### src/rtl/tl_a_pkg.sv
// Shared TileLink A-channel types and constants for the repeater slice.
package tl_a_pkg;

    // Field widths the beat struct is built from; the repeater's parameters
    // default to these and must agree with them.
    localparam int TL_ADDR_W = 28;
    localparam int TL_SRC_W  = 5;
    localparam int TL_SIZE_W = 3;
    localparam int TL_DATA_W = 32;
    localparam int TL_MASK_W = TL_DATA_W / 8;

    // A-channel opcodes
    localparam logic [2:0] OP_PUT_FULL    = 3'd0;
    localparam logic [2:0] OP_PUT_PARTIAL = 3'd1;
    localparam logic [2:0] OP_ARITH       = 3'd2;
    localparam logic [2:0] OP_LOGIC       = 3'd3;
    localparam logic [2:0] OP_GET         = 3'd4;
    localparam logic [2:0] OP_HINT        = 3'd5;
    localparam logic [2:0] OP_ACQUIRE     = 3'd6;

    typedef struct packed {
        logic [2:0]           opcode;
        logic [2:0]           param;
        logic [TL_SIZE_W-1:0] size;
        logic [TL_SRC_W-1:0]  source;
        logic [TL_ADDR_W-1:0] address;
        logic [TL_MASK_W-1:0] mask;
        logic [TL_DATA_W-1:0] data;
        logic                 corrupt;
    } tl_a_beat_t;

    localparam int TL_BEAT_W = $bits(tl_a_beat_t);

endpackage

### src/rtl/tl_beat_hold_reg.sv
// Width-generic load-enable register with synchronous clear.
module tl_beat_hold_reg #(
    parameter int W = 8
) (
    input  logic         clock,
    input  logic         reset,
    input  logic         load,
    input  logic [W-1:0] d,
    output logic [W-1:0] q
);

    logic [W-1:0] data_d, data_q;

    // Take the new value only when loaded; otherwise hold.
    always_comb begin
        data_d = data_q;
        if (load) data_d = d;
    end

    // State register, cleared synchronously.
    always_ff @(posedge clock) begin
        if (reset) data_q <= '0;
        else       data_q <= data_d;
    end

    assign q = data_q;

endmodule

### src/rtl/tl_a_repeater.sv
// Single-entry TileLink A-channel repeater: captures a beat when the
// consumer asks for a repeat and re-presents it until released.
module tl_a_repeater
    import tl_a_pkg::*;
#(
    parameter int ADDR_W = TL_ADDR_W,
    parameter int SRC_W  = TL_SRC_W,
    parameter int SIZE_W = TL_SIZE_W,
    parameter int DATA_W = TL_DATA_W
) (
    input  logic                clock,
    input  logic                reset,
    // "repeat" is a reserved word, hence the suffix
    input  logic                repeat_req,

    input  logic                enq_valid,
    output logic                enq_ready,
    input  logic [2:0]          enq_opcode,
    input  logic [2:0]          enq_param,
    input  logic [SIZE_W-1:0]   enq_size,
    input  logic [SRC_W-1:0]    enq_source,
    input  logic [ADDR_W-1:0]   enq_address,
    input  logic [DATA_W/8-1:0] enq_mask,
    input  logic [DATA_W-1:0]   enq_data,
    input  logic                enq_corrupt,

    output logic                deq_valid,
    input  logic                deq_ready,
    output logic [2:0]          deq_opcode,
    output logic [2:0]          deq_param,
    output logic [SIZE_W-1:0]   deq_size,
    output logic [SRC_W-1:0]    deq_source,
    output logic [ADDR_W-1:0]   deq_address,
    output logic [DATA_W/8-1:0] deq_mask,
    output logic [DATA_W-1:0]   deq_data,
    output logic                deq_corrupt,

    output logic                full,
    output logic [DATA_W/8-1:0] saved_mask,
    output logic                proto_err
);

    tl_a_beat_t enq_beat, saved_beat, deq_beat;
    logic       full_d, full_q;
    logic       proto_err_d, proto_err_q;
    logic       capture;

    // Pack the upstream fields into one beat.
    always_comb begin
        enq_beat         = '0;
        enq_beat.opcode  = enq_opcode;
        enq_beat.param   = enq_param;
        enq_beat.size    = enq_size;
        enq_beat.source  = enq_source;
        enq_beat.address = enq_address;
        enq_beat.mask    = enq_mask;
        enq_beat.data    = enq_data;
        enq_beat.corrupt = enq_corrupt;
    end

    // Handshakes depend only on state and ready/valid, never on repeat_req.
    assign enq_ready = deq_ready & ~full_q;
    assign deq_valid = enq_valid | full_q;
    assign capture   = enq_valid & enq_ready & repeat_req;

    // Saved beat: written only on capture, kept through release so the
    // monitor sees a stable mask until the next capture.
    tl_beat_hold_reg #(.W(TL_BEAT_W)) u_hold (
        .clock (clock),
        .reset (reset),
        .load  (capture),
        .d     (enq_beat),
        .q     (saved_beat)
    );

    // Present the held beat when full, otherwise pass upstream straight through.
    always_comb begin
        deq_beat = full_q ? saved_beat : enq_beat;
    end

    assign deq_opcode  = deq_beat.opcode;
    assign deq_param   = deq_beat.param;
    assign deq_size    = deq_beat.size;
    assign deq_source  = deq_beat.source;
    assign deq_address = deq_beat.address;
    assign deq_mask    = deq_beat.mask;
    assign deq_data    = deq_beat.data;
    assign deq_corrupt = deq_beat.corrupt;

    // Next state: capture needs empty, release needs full, so they never collide.
    always_comb begin
        full_d      = full_q;
        proto_err_d = proto_err_q | (repeat_req & ~deq_valid);
        if (capture)
            full_d = 1'b1;
        else if (full_q & deq_ready & ~repeat_req)
            full_d = 1'b0;
    end

    // State registers.
    always_ff @(posedge clock) begin
        if (reset) begin
            full_q      <= 1'b0;
            proto_err_q <= 1'b0;
        end else begin
            full_q      <= full_d;
            proto_err_q <= proto_err_d;
        end
    end

    assign full       = full_q;
    assign proto_err  = proto_err_q;
    assign saved_mask = saved_beat.mask;

endmodule

### config.mk
export PLATFORM = sky130hd
export DESIGN_NAME = tl_a_repeater
export DESIGN_NICKNAME = d
export VERILOG_FILES = /design/src/rtl/tl_a_pkg.sv /design/src/rtl/tl_beat_hold_reg.sv /design/src/rtl/tl_a_repeater.sv
export SDC_FILE = /design/constraint.sdc
export NUM_CORES = 1
export LEC_CHECK = 0
export BUFFER_PORTS_ARGS = -buffer_cell sky130_fd_sc_hd__buf_4
export CAP_MARGIN = 30
export CORE_ASPECT_RATIO = 1.1
export CORE_MARGIN = 2
export CORE_UTILIZATION = 45
export CTS_CLUSTER_DIAMETER = 200
export DETAILED_ROUTE_END_ITERATION = 8
export PLACE_DENSITY = 0.74
export RECOVER_POWER = 100
export SLEW_MARGIN = 20
export SYNTH_ARGS = -nofsm -noshare
export SYNTH_HDL_FRONTEND = slang
export SYNTH_SLANG_ARGS = --single-unit
### constraint.sdc
create_clock -name clock -period 1.9 [get_ports clock]
set_input_delay 0.475 -clock clock [delete_from_list [all_inputs] [get_ports clock]]
set_output_delay 0.475 -clock clock [all_outputs]
set_load 0.02 [all_outputs]
==> metrics.md, run 1 <==
| Metric | Value |
|---|---|
| Status | `finished with violations` |
| Failing checks | `negative setup slack` |
| Tot Pwr | `4.33 mW` |
| Seq. cell area | `0.00163 mm²` |
| Vias in the first global route | `3578` |
| Met2 track demand over resource | `33.2%` |
| Register area share after synthesis | `a little over a third` |
| Starting density of the core | `between 40% and 50%` |
| Clock Skews | `roughly 0.014 ns` |
| Die area | `0.0109 mm²` |
| DP Wirelength | `a little under 7000 µm` |
| IO Count | `~170` |
| Die Y | `between 100 and 150 µm` |
| CTS Buf Count | `9` |
| Hold Vio Cnt, Final | `0` |
| Clock Tree Buf Depth | `2` |
| Antenna viol nets, final | `0` |
| Remaining DRCs | `0` |
| N_diodes | `0` |
| Seq cells post-synth | `81` |
| Critical Path End Type | `output pin` |
| Grt met3 use | `roughly 4%` |
| Setup violators final | `77` |
| Setup CP Type | `flop to output pin` |
| Tightest Pin Transition | `~0.46 ns` |
| Router iterations before antenna repair | `4` |
| PwrDens | `slightly above 600 mW/mm²` |
| CP Cell Sequence | `buf_12, clkbuf_16, mux2_4, buf_6` |
| Number of H-tree levels | `3` |
| WL/cell | `about 16 µm` |
| Grt ovf | `0` |
| CP top delay family | `buffers and inverters` |
| CTS clk-pin slew, worst paths | `0.09 ns` |
| Max_cap viols | `0` |
| I/O Buffers | `170` |
| Die width | `~100 µm` |
| FMAX | `500 MHz` |
| Final worst-path setup slack | `-0.0988 ns` |
| Nets | `slightly below 700` |
| Worst hold path type | `primary input to flop` |
| Initial DRC Count | `around 110` |
| Critical-path top delay cell | `dfxtp_4` |
| Synth Net Count | `between 500 and 600` |
| CTS Sinks | `81` |
| Area grow syn2layout | `54.2%` |
| Wire length of the first global-routing pass | `16700 µm` |
| Cell Rows | `38` |
| Met1 Track Usage GR | `between 20 and 25%` |
| Cells after Synth | `roughly 450` |
| CP Buf/Inv Count | `3` |
| Netlist Area Pre-Place | `~0.0045 mm²` |
| CTS tree | `done` |
| Fin. max-slew vios | `0` |
| Vias per cell | `5.04` |
| Routed vias | `approximately 3700` |
| Drt total wl | `about 11000 µm` |
| RSZ-0062 raised after global routing | `true` |
| GP Congestion | `between 0.7 and 0.8` |
| Clock latency on the worst-skew pair | `0.36 ns` |
| Fin area | `0.00700 mm²` |
| Number of hold buffers added after CTS | `0` |
| Largest net degree at the start of global routing | `roughly 160` |
| VDD IR max | `between 300 and 400 µV` |
| Data arrival, critical path | `~1.5 ns` |
| FILL cells | `~700` |
| Syn Area/Cell | `about 10 µm²` |
| Initial antenna violation count | `0` |
| Ys Warns | `0` |
| Worst hold slack | `between 0.3 and 0.4 ns` |
| Placed inst area | `between 0.005 and 0.006 mm²` |
| Tcrit/Tclk final | `105%` |
| Root Driver | `clkbuf_8` |
| Distinct cell type count after synthesis | `15` |
| CP startpoint kind | `flop` |
| Layout cells sized above 1 | `47.4%` |
| Gr busiest metal | `met2` |
| Area of the multi-input gates | `approximately 0.0030 mm²` |
| Core footprint | `about 0.0098 mm²` |
| Final min period | `roughly 2 ns` |
| Crit path max fanout | `8` |
| Pleak | `3.00 nW` |
| Slew HR | `69.1%` |
| Critical Path RT | `1.42 ns` |
| Max incr delay on CP | `a little over 0.4 ns` |
| GRT Util Overall | `18.9%` |
| R2R setup slack | `around 0.22 ns` |
[cells by family after synthesis]
kind of cell           after synthesis  share of synthesized area, %
and+or+nand+nor                    164                          22.7
muxes                              158                          37.0
DFF                                 81                          35.7
buffers and inverters               40                          4.41
AOI/OAI and AO/OA                    2                         0.220
[metal layers]
metal / vias up / wire length, µm / part of all wire, %
met1: 1789 / 4880 / 43
li1: 1808 / - / -
met2: 96 / 5850 / 51
met4: 0 / 201 / 1.8
met3: 14 / 547 / 4.8
met5: - / 0 / 0
[power breakdown]
part / leakage, nW / internal, mW / switching [mW]
clock: 0.0989 / 0.631 / 0.617
combinational: 2.25 / 0.758 / 0.535
sequential: 0.659 / 1.76 / 0.0363
[worst min-delay path: cells and delay by family]
family,cells,cell delay (ns)
and+or+nand+nor,1,0.06
buffers and inverters,1,0.11
muxes,1,0.06
[cell type report]
class                      count  area share, %
tap                          120           2.14
timing repair buffer         195           28.8
clock buffer                  11           2.02
sequential                    81           23.2
multi-input combinational    324           43.2
inverter                       1         0.0536
clock inverter                 4          0.643
[cell usage after synthesis]
library cell | count | share of area, %
dfxtp_1 | 81 | 36
nor2b_1 | 2 | 0.28
or2_2 | 1 | 0.14
mux2i_1 | 79 | 17
a21oi_1 | 2 | 0.22
buf_6 | 2 | 0.50
clkbuf_1 | 17 | 1.4
nand2b_1 | 158 | 22
inv_1 | 1 | 0.083
and4b_1 | 1 | 0.22
mux2_2 | 79 | 20
buf_2 | 16 | 1.8
or3b_2 | 1 | 0.19
nor3_1 | 1 | 0.11
buf_4 | 4 | 0.66
[metrics by stage]
stage          TNS [ns]  util, %  setup slack (ns)  std cells
2_1_floorplan         0        -             0.147        445
3_5_place_dp          0     60.1             0.181        704
6_report          -5.05     71.2           -0.0988        736
4_1_cts           -8.98     65.3            -0.154        728
5_1_grt           -8.80     71.2            -0.150        736
3_3_place_gp          0     60.1             0.194        704
[registers in the layout, indices dropped and copies added (netlist names)]
| register | flops |
|---|---|
| full | 1 |
| proto_err | 1 |
| u_hold.q | 79 |
[cell usage in the layout, fill, tap and decap left out, drive strengths merged]
cell / n
nor2b: 2
dfxtp: 81
nand2b: 158
bufinv: 1
clkinv: 3
mux2: 79
clkbuf: 16
and4b: 1
inv: 1
mux2i: 79
a21oi: 2
nor3: 1
or3b: 1
buf: 190
or2: 1
[worst paths after layout]
check / startpoint / end / cells past startpoint
worst max register to register: full$_SDFFE_PP0P_ / u_hold.q[57]$_SDFFE_PP0P_ / 5
worst max-delay path: full$_SDFFE_PP0P_ / deq_data[18] / 4
worst min register to register: proto_err$_SDFF_PP0_ / proto_err$_SDFF_PP0_ / 2
worst min-delay path: enq_source[1] / u_hold.q[66]$_SDFFE_PP0P_ / 3
[timing repair]
item,in CTS,in global routing
cloned,2,5
gates resized for setup,56,116
pin swaps,0,0
setup buffers,7,4
setup endpoints to repair,72,77
No activity file was read; power rests on OpenSTA's default activity.
==> run 2: changes to the inputs <==
==> constraint.sdc (replaced) <==
create_clock -name clock -period 1.9 [get_ports clock]
set_input_delay 0.475 -clock clock [delete_from_list [all_inputs] [get_ports clock]]
set_output_delay 0.475 -clock clock [all_outputs]
set_load 0.05 [all_outputs]
==> run 2 against run 1 <==
  * The run still ends with negative setup slack left
  * Clock skew is 0.0090 ns lower
  * Cell area is 2.6% higher
  * Largest power group unchanged
  * Critical endpoint is now deq_address[26]
  * Global-route usage is 0.40 points higher
==> metrics.md, run 2 (same netlist as run 1, synthesis figures left out) <==
| Metric | Value |
|---|---|
| Number of H-tree levels | `3 (unchanged)` |
| Clock Tree Buf Depth | `2 (unchanged)` |
| Placed inst area | `0.00593 mm² (+0.25%)` |
| Data arrival, critical path | `1.52 ns (about the same)` |
| Fin area | `0.00718 mm² (+2.6%)` |
| Initial antenna violation count | `0 (unchanged)` |
| Die Y | `109 µm (unchanged)` |
| CTS tree | `done` |
| Number of hold buffers added after CTS | `0 (unchanged)` |
| Internal Dissipation | `3.57 mW (+13%)` |
| RSZ-0062 raised after global routing | `true` |
| Fin. max-slew vios | `0 (unchanged)` |
| Nets | `694 (-0.29%)` |
| Max_cap viols | `0 (unchanged)` |
| Largest net degree at the start of global routing | `75 (-53%)` |
| Clock Skews | `0.00532 ns (-0.00902 ns)` |
| Core footprint | `0.00984 mm² (unchanged)` |
| CP top delay family | `buffers and inverters` |
| CTS clk-pin slew, worst paths | `0.09 ns (about the same)` |
| Initial DRC Count | `95 (-17%)` |
| Commonest non-fill, non-tap cell in the layout | `nand2b_1` |
| CTS Sinks | `81 (unchanged)` |
| Hold Vio Cnt, Final | `0 (unchanged)` |
| Critical Path RT | `1.42 ns (about the same)` |
| Failing checks | `negative setup slack` |
| Reg2reg path depth | `5 (unchanged)` |
| Critical-path top delay cell | `dfxtp_4` |
| Most frequent cells in the layout | `nand2b_1, buf_4, dfxtp_1, mux2i_1, mux2_4` |
| Area grow syn2layout | `58.1%` |
| Layout cells sized above 1 | `47.5% (+0.077 points)` |
| Combinational share of power | `32.8% (+3.0 points)` |
| Switching part of the total | `30.4% (+2.9 points)` |
| Psw | `1.56 mW (+31%)` |
| Clk network pwr share | `32.2% (+3.4 points)` |
| CP startpoint kind | `flop` |
| VDD IR max | `396 µV (+1.9%)` |
| WL/cell | `17.0 µm (+8.7%)` |
| IO Count | `171 (unchanged)` |
| Vias in the first global route | `3651 (+2.0%)` |
| Worst hold slack | `0.398 ns (+0.00793 ns)` |
| Slew HR | `80.7% (+12 points)` |
| Starting density of the core | `46.2% (unchanged)` |
| GRT Util Overall | `19.3% (+0.40 points)` |
| Cell Rows | `38 (unchanged)` |
| Max incr delay on CP | `0.38 ns (-0.03 ns)` |
| Router iterations before antenna repair | `4 (unchanged)` |
| Vias per cell | `5.05 (+0.33%)` |
| Worst Hold Depth | `3 (unchanged)` |
| Drt total wl | `12500 µm (+8.6%)` |
| Root Driver | `clkbuf_8` |
| Remaining DRCs | `0 (unchanged)` |
| Die area | `0.0109 mm² (unchanged)` |
| Wire length of the first global-routing pass | `16900 µm (+1.6%)` |
| CP Cell Sequence | `buf_8, clkbuf_16, mux2_4, buf_8` |
| Tightest Pin Transition | `0.290 ns (-0.173 ns)` |
| FMAX | `502 MHz (+0.32%)` |
| Final min period | `1.99 ns (-0.00642 ns)` |
| Worst hold path type | `primary input to flop` |
| Crit path max fanout | `7 (-1)` |
| Pleak | `3.05 nW (+1.5%)` |
| Max reg flops | `79 (unchanged)` |
| PwrDens | `713 mW/mm² (+15%)` |
| I/O Buffers | `170 (unchanged)` |
| Reg power frac | `35.0% (-6.4 points)` |
| Clock latency on the worst-skew pair | `0.35 ns (about the same)` |
| Antenna viol nets, final | `0 (unchanged)` |
| DP Wirelength | `7420 µm (+6.9%)` |
| Grt ovf | `0 (unchanged)` |
| CP Buf/Inv Count | `3 (unchanged)` |
| CTS Buf Count | `9 (unchanged)` |
| Setup violators final | `78 (+1.3%)` |
| Status | `finished with violations` |
| GP Congestion | `0.768 (+0.59%)` |
| Cell depth of the worst setup path | `4 (unchanged)` |
| Tcrit/Tclk final | `105% (-0.34 points)` |
| N_diodes | `0 (unchanged)` |
| Die width | `99.8 µm (unchanged)` |
| Final worst-path setup slack | `-0.0924 ns (+0.00642 ns)` |
| Cell mode on critical path | `buf_8` |
| Setup CP Type | `flop to output pin` |
| Critical Path End Type | `output pin` |
| Routed vias | `3714 (+0.19%)` |
[run 2: cell types whose count changed in the layout (fill, tap and decap cells not counted), sizes merged]
cell / delta
bufinv: +3
buf: -3
clkinv: -1
[run 2: area by class of cell]
type | instances | area (µm²)
multi-input cells | 324 | 2990
inverters | 1 | 3.75
clock buffers | 10 | 128
fillers | 666 | 2660
repair buffers | 193 | 2150
clock inverters | 6 | 130
well taps | 120 | 150
flip-flops and latches | 81 | 1630
[run 2: power groups by stage]
stage	clock [mW]	sequential, mW	combinational, mW
final	1.65	1.79	1.68
after global routing	1.74	1.80	1.75
after CTS	1.68	1.79	1.47
after detailed placement	0	1.83	1.33
after global placement	0	1.83	1.31
after floorplan	0	1.83	0.902
[run 2: layer usage]
metal  global-route usage [%]  part of all wire, %  wire length [µm]
met1                     22.0                   40              5020
met2                     35.7                   54              6710
met3                     3.12                  4.0               493
met4                     8.22                  1.9               243
met5                        0                    0                 0
[run 2: final timing paths]
kind | end | slack, ns | from
max | deq_address[26] | -0.09 | full$_SDFFE_PP0P_
min | u_hold.q[67]$_SDFFE_PP0P_ | 0.40 | enq_source[2]
max reg2reg | u_hold.q[60]$_SDFFE_PP0P_ | 0.11 | full$_SDFFE_PP0P_
min reg2reg | proto_err$_SDFF_PP0_ | 0.46 | proto_err$_SDFF_PP0_
[run 2: repair_timing]
| item | 4_1_cts | 5_1_grt |
|---|---|---|
| pin swaps | 0 | 1 |
| setup buffers | 2 | 5 |
| cloned | 0 | 8 |
| setup endpoints to repair | 73 | 79 |
| gates resized for setup | 97 | 109 |
[run 2: stage by stage]
step                total power [mW]  setup TNS (ns)  utilization [%]  setup WS (ns)  instances
floorplan                       2.73               0                -         0.0231        445
global placement                3.15               0             60.3          0.189        704
detailed placement              3.17               0             60.3          0.153        704
CTS                             4.94           -6.98             66.7         -0.121        722
global route                    5.29           -8.92             73.0         -0.130        735
finish                          5.12           -5.33             73.0        -0.0924        735
[run 2: worst register-to-register path, stage by stage (launching register included)]
cell and delay, ns:
dfxtp_4 0.37, buf_8 0.14, buf_8 0.14, and4b_4 0.51, buf_12 0.28, mux2i_1 0.26
==> run 3: changes to the inputs <==
--- a/config.mk
+++ b/config.mk
@@ -5,14 +5,16 @@
 export SDC_FILE = /design/constraint.sdc
 export NUM_CORES = 1
 export LEC_CHECK = 0
-export BUFFER_PORTS_ARGS = -buffer_cell sky130_fd_sc_hd__buf_4
 export CAP_MARGIN = 30
+export CELL_PAD_IN_SITES_DETAIL_PLACEMENT = 1
+export CELL_PAD_IN_SITES_GLOBAL_PLACEMENT = 2
 export CORE_ASPECT_RATIO = 1.1
 export CORE_MARGIN = 2
-export CORE_UTILIZATION = 45
+export CORE_UTILIZATION = 38
 export CTS_CLUSTER_DIAMETER = 200
 export DETAILED_ROUTE_END_ITERATION = 8
-export PLACE_DENSITY = 0.74
+export DONT_BUFFER_PORTS = 1
+export PLACE_DENSITY_LB_ADDON = 0.1
 export RECOVER_POWER = 100
 export SLEW_MARGIN = 20
 export SYNTH_ARGS = -nofsm -noshare
==> run 3 against run 2 <==
  * The flow still finishes with violations (negative setup slack)
  * Sequential power is essentially flat
  * Die area increased by 18%
  * Critical path depth decreased by 2
  * Utilization decreased by 27 points
  * Critical path type unchanged
  * Critical endpoint is now deq_address[0]
  * Largest cell class unchanged
  * Largest power group unchanged
==> metrics.md, run 3 (same netlist as run 1, synthesis figures left out) <==
| Metric | Value |
|---|---|
| CP Buf/Inv Count | `1 (-2)` |
| GRT Util Overall | `15.4% (-3.9 points)` |
| CP Cell Sequence | `buf_16, mux2_4` |
| CTS Sinks | `81 (unchanged)` |
| Nets | `516 (-26%)` |
| Final min period | `1.92 ns (-0.0760 ns)` |
| Area grow syn2layout | `17.5%` |
| Commonest non-fill, non-tap cell in the layout | `nand2b_1` |
| Critical-path top delay cell | `dfxtp_4` |
| CTS clk-pin slew, worst paths | `0.06 ns (-0.03 ns)` |
| RSZ-0062 raised after global routing | `true` |
| Final non-filler cell total | `585 (-20%)` |
| CP top delay family | `flip-flops` |
| Worst hold slack | `0.297 ns (-0.101 ns)` |
| Tightest Pin Transition | `0.562 ns (+0.273 ns)` |
| Fin area | `0.00534 mm² (-26%)` |
| Critical Path RT | `1.42 ns (about the same)` |
| Failing checks | `negative setup slack` |
| I/O Buffers | `0 (-100%)` |
| Die area | `0.0128 mm² (+18%)` |
| R2R setup slack | `0.17 ns (+0.06 ns)` |
| Grt ovf | `0 (unchanged)` |
| Core footprint | `0.0115 mm² (+17%)` |
| CTS Buf Count | `9 (unchanged)` |
| Setup slack after placement | `0.296 ns (+0.144 ns)` |
| Slew HR | `62.5% (-18 points)` |
| Seq. cell area | `0.00163 mm² (unchanged)` |
| PwrDens | `833 mW/mm² (+17%)` |
| Clock Tree Buf Depth | `2 (unchanged)` |
| Reg2reg path depth | `5 (unchanged)` |
| Vias in the first global route | `3162 (-13%)` |
| Vias per cell | `5.14 (+1.7%)` |
| IO Count | `171 (unchanged)` |
| Placed inst area | `0.00469 mm² (-21%)` |
| GP Congestion | `0.660 (-14%)` |
| Remaining DRCs | `0 (unchanged)` |
| Setup CP Type | `flop to output pin` |
| Number of H-tree levels | `3 (unchanged)` |
| Pleak | `2.03 nW (-34%)` |
| DP Wirelength | `6600 µm (-11%)` |
| Worst Hold Depth | `2 (-1)` |
| Wire length of the first global-routing pass | `15800 µm (-6.7%)` |
| VDD IR max | `347 µV (-12%)` |
| Worst hold path type | `primary input to flop` |
| Clock latency on the worst-skew pair | `0.32 ns (-0.03 ns)` |
| Max_cap viols | `0 (unchanged)` |
| N_diodes | `0 (unchanged)` |
| Initial DRC Count | `109 (+15%)` |
| Layout cells sized above 1 | `26.0% (-22 points)` |
| Hold Startpoint | `enq_data[12]` |
| R2R Path End | `u_hold.q[68]$_SDFFE_PP0P_` |
| FILL cells | `1252 (+88%)` |
| Hold EP | `u_hold.q[13]$_SDFFE_PP0P_` |
| Drt total wl | `10600 µm (-15%)` |
| Final worst-path setup slack | `-0.0165 ns (+0.0760 ns)` |
| Die Y | `119 µm (+8.5%)` |
| Status | `finished with violations` |
| Starting density of the core | `39.4% (-6.8 points)` |
| Routed vias | `3007 (-19%)` |
| Critical Path End Type | `output pin` |
| Root Driver | `clkbuf_16` |
| Dpl cells | `567 (-19%)` |
| Hold Vio Cnt, Final | `0 (unchanged)` |
| Data arrival, critical path | `1.44 ns (-0.08 ns)` |
| CTS tree | `done` |
| Max reg flops | `79 (unchanged)` |
| FMAX | `522 MHz (+4.0%)` |
| Crit path max fanout | `24 (+17)` |
| Setup violators final | `45 (-42%)` |
| Max incr delay on CP | `0.45 ns (+0.07 ns)` |
| Largest net degree at the start of global routing | `161 (+110%)` |
| WL/cell | `18.0 µm (+6.4%)` |
| Initial antenna violation count | `0 (unchanged)` |
| Area of the multi-input gates | `0.00302 mm² (+1.0%)` |
| Most frequent cells in the layout | `nand2b_1, dfxtp_1, mux2_4, mux2i_1, clkbuf_16` |
| Final core occ | `46.3% (-27 points)` |
| R2r startpoint | `full$_SDFFE_PP0P_` |
| Antenna viol nets, final | `0 (unchanged)` |
| Cell Rows | `41 (+7.9%)` |
| Router iterations before antenna repair | `4 (unchanged)` |
| CP startpoint kind | `flop` |
| Fin. max-slew vios | `0 (unchanged)` |
| Tcrit/Tclk final | `101% (-4.0 points)` |
| Clock Skews | `0.00537 ns (+0.0000433 ns)` |
| Number of hold buffers added after CTS | `0 (unchanged)` |
| Die width | `108 µm (+8.5%)` |
## run 3: cell count changes in the layout (fill, tap and decap cells not counted), sizes merged
cell	before	now
clkinvlp	0	1
bufinv	4	0
clkbuf	16	13
buf	187	13
## run 3: metal layers
layer / track usage, % / vias up / wire [µm]
met5: 0 / - / 0
met4: 5.77 / 0 / 115
met3: 4.74 / 7 / 783
met2: 25.2 / 103 / 5200
met1: 19.0 / 1449 / 4450
li1: - / 1448 / -
## run 3: cell type report
type / count / share of cell area, %
Multi-Input combinational cell: 324 / 56.6
Sequential cell: 81 / 30.4
Clock buffer: 11 / 4.73
Timing Repair Buffer: 15 / 4.29
Tap cell: 150 / 3.51
Clock inverter: 3 / 0.328
Inverter: 1 / 0.0703
## run 3: worst reg2reg max path: cells and delay by family (launching register included)
| kind | cells | cell delay, ns |
|---|---|---|
| AND/OR/NAND/NOR | 1 | 0.38 |
| buffers and inverters | 3 | 0.62 |
| flip-flops | 1 | 0.40 |
| multiplexers | 1 | 0.25 |
## run 3: what timing repair did
action,CTS,global route
setup buffers,0,1
endpoints found under the setup margin,79,79
gates cloned,0,3
gates resized for setup,20,61
## run 3: worst max path at each step
stage,start,endpoint,cells after the start
final,full$_SDFFE_PP0P_,deq_address[0],2
after global routing,full$_SDFFE_PP0P_,deq_address[9],2
after CTS,full$_SDFFE_PP0P_,deq_data[20],2
after detailed placement,full$_SDFFE_PP0P_,deq_data[23],2
after global placement,full$_SDFFE_PP0P_,deq_mask[0],2
after floorplan,full$_SDFFE_PP0P_,deq_address[0],3
## run 3: stage by stage
stage / power [mW] / setup TNS [ns]
6_report: 4.45 / -0.335
3_3_place_gp: 2.77 / 0
5_1_grt: 4.64 / -4.66
3_5_place_dp: 2.78 / 0
2_1_floorplan: 2.73 / 0
4_1_cts: 4.42 / -3.57
## run 3: report_power, final
group          internal [mW]  switching [mW]  total, mW
clock network          0.936           0.643       1.58
logic                  0.384           0.679       1.06
registers               1.76          0.0465       1.81
total                   3.08            1.37       4.45
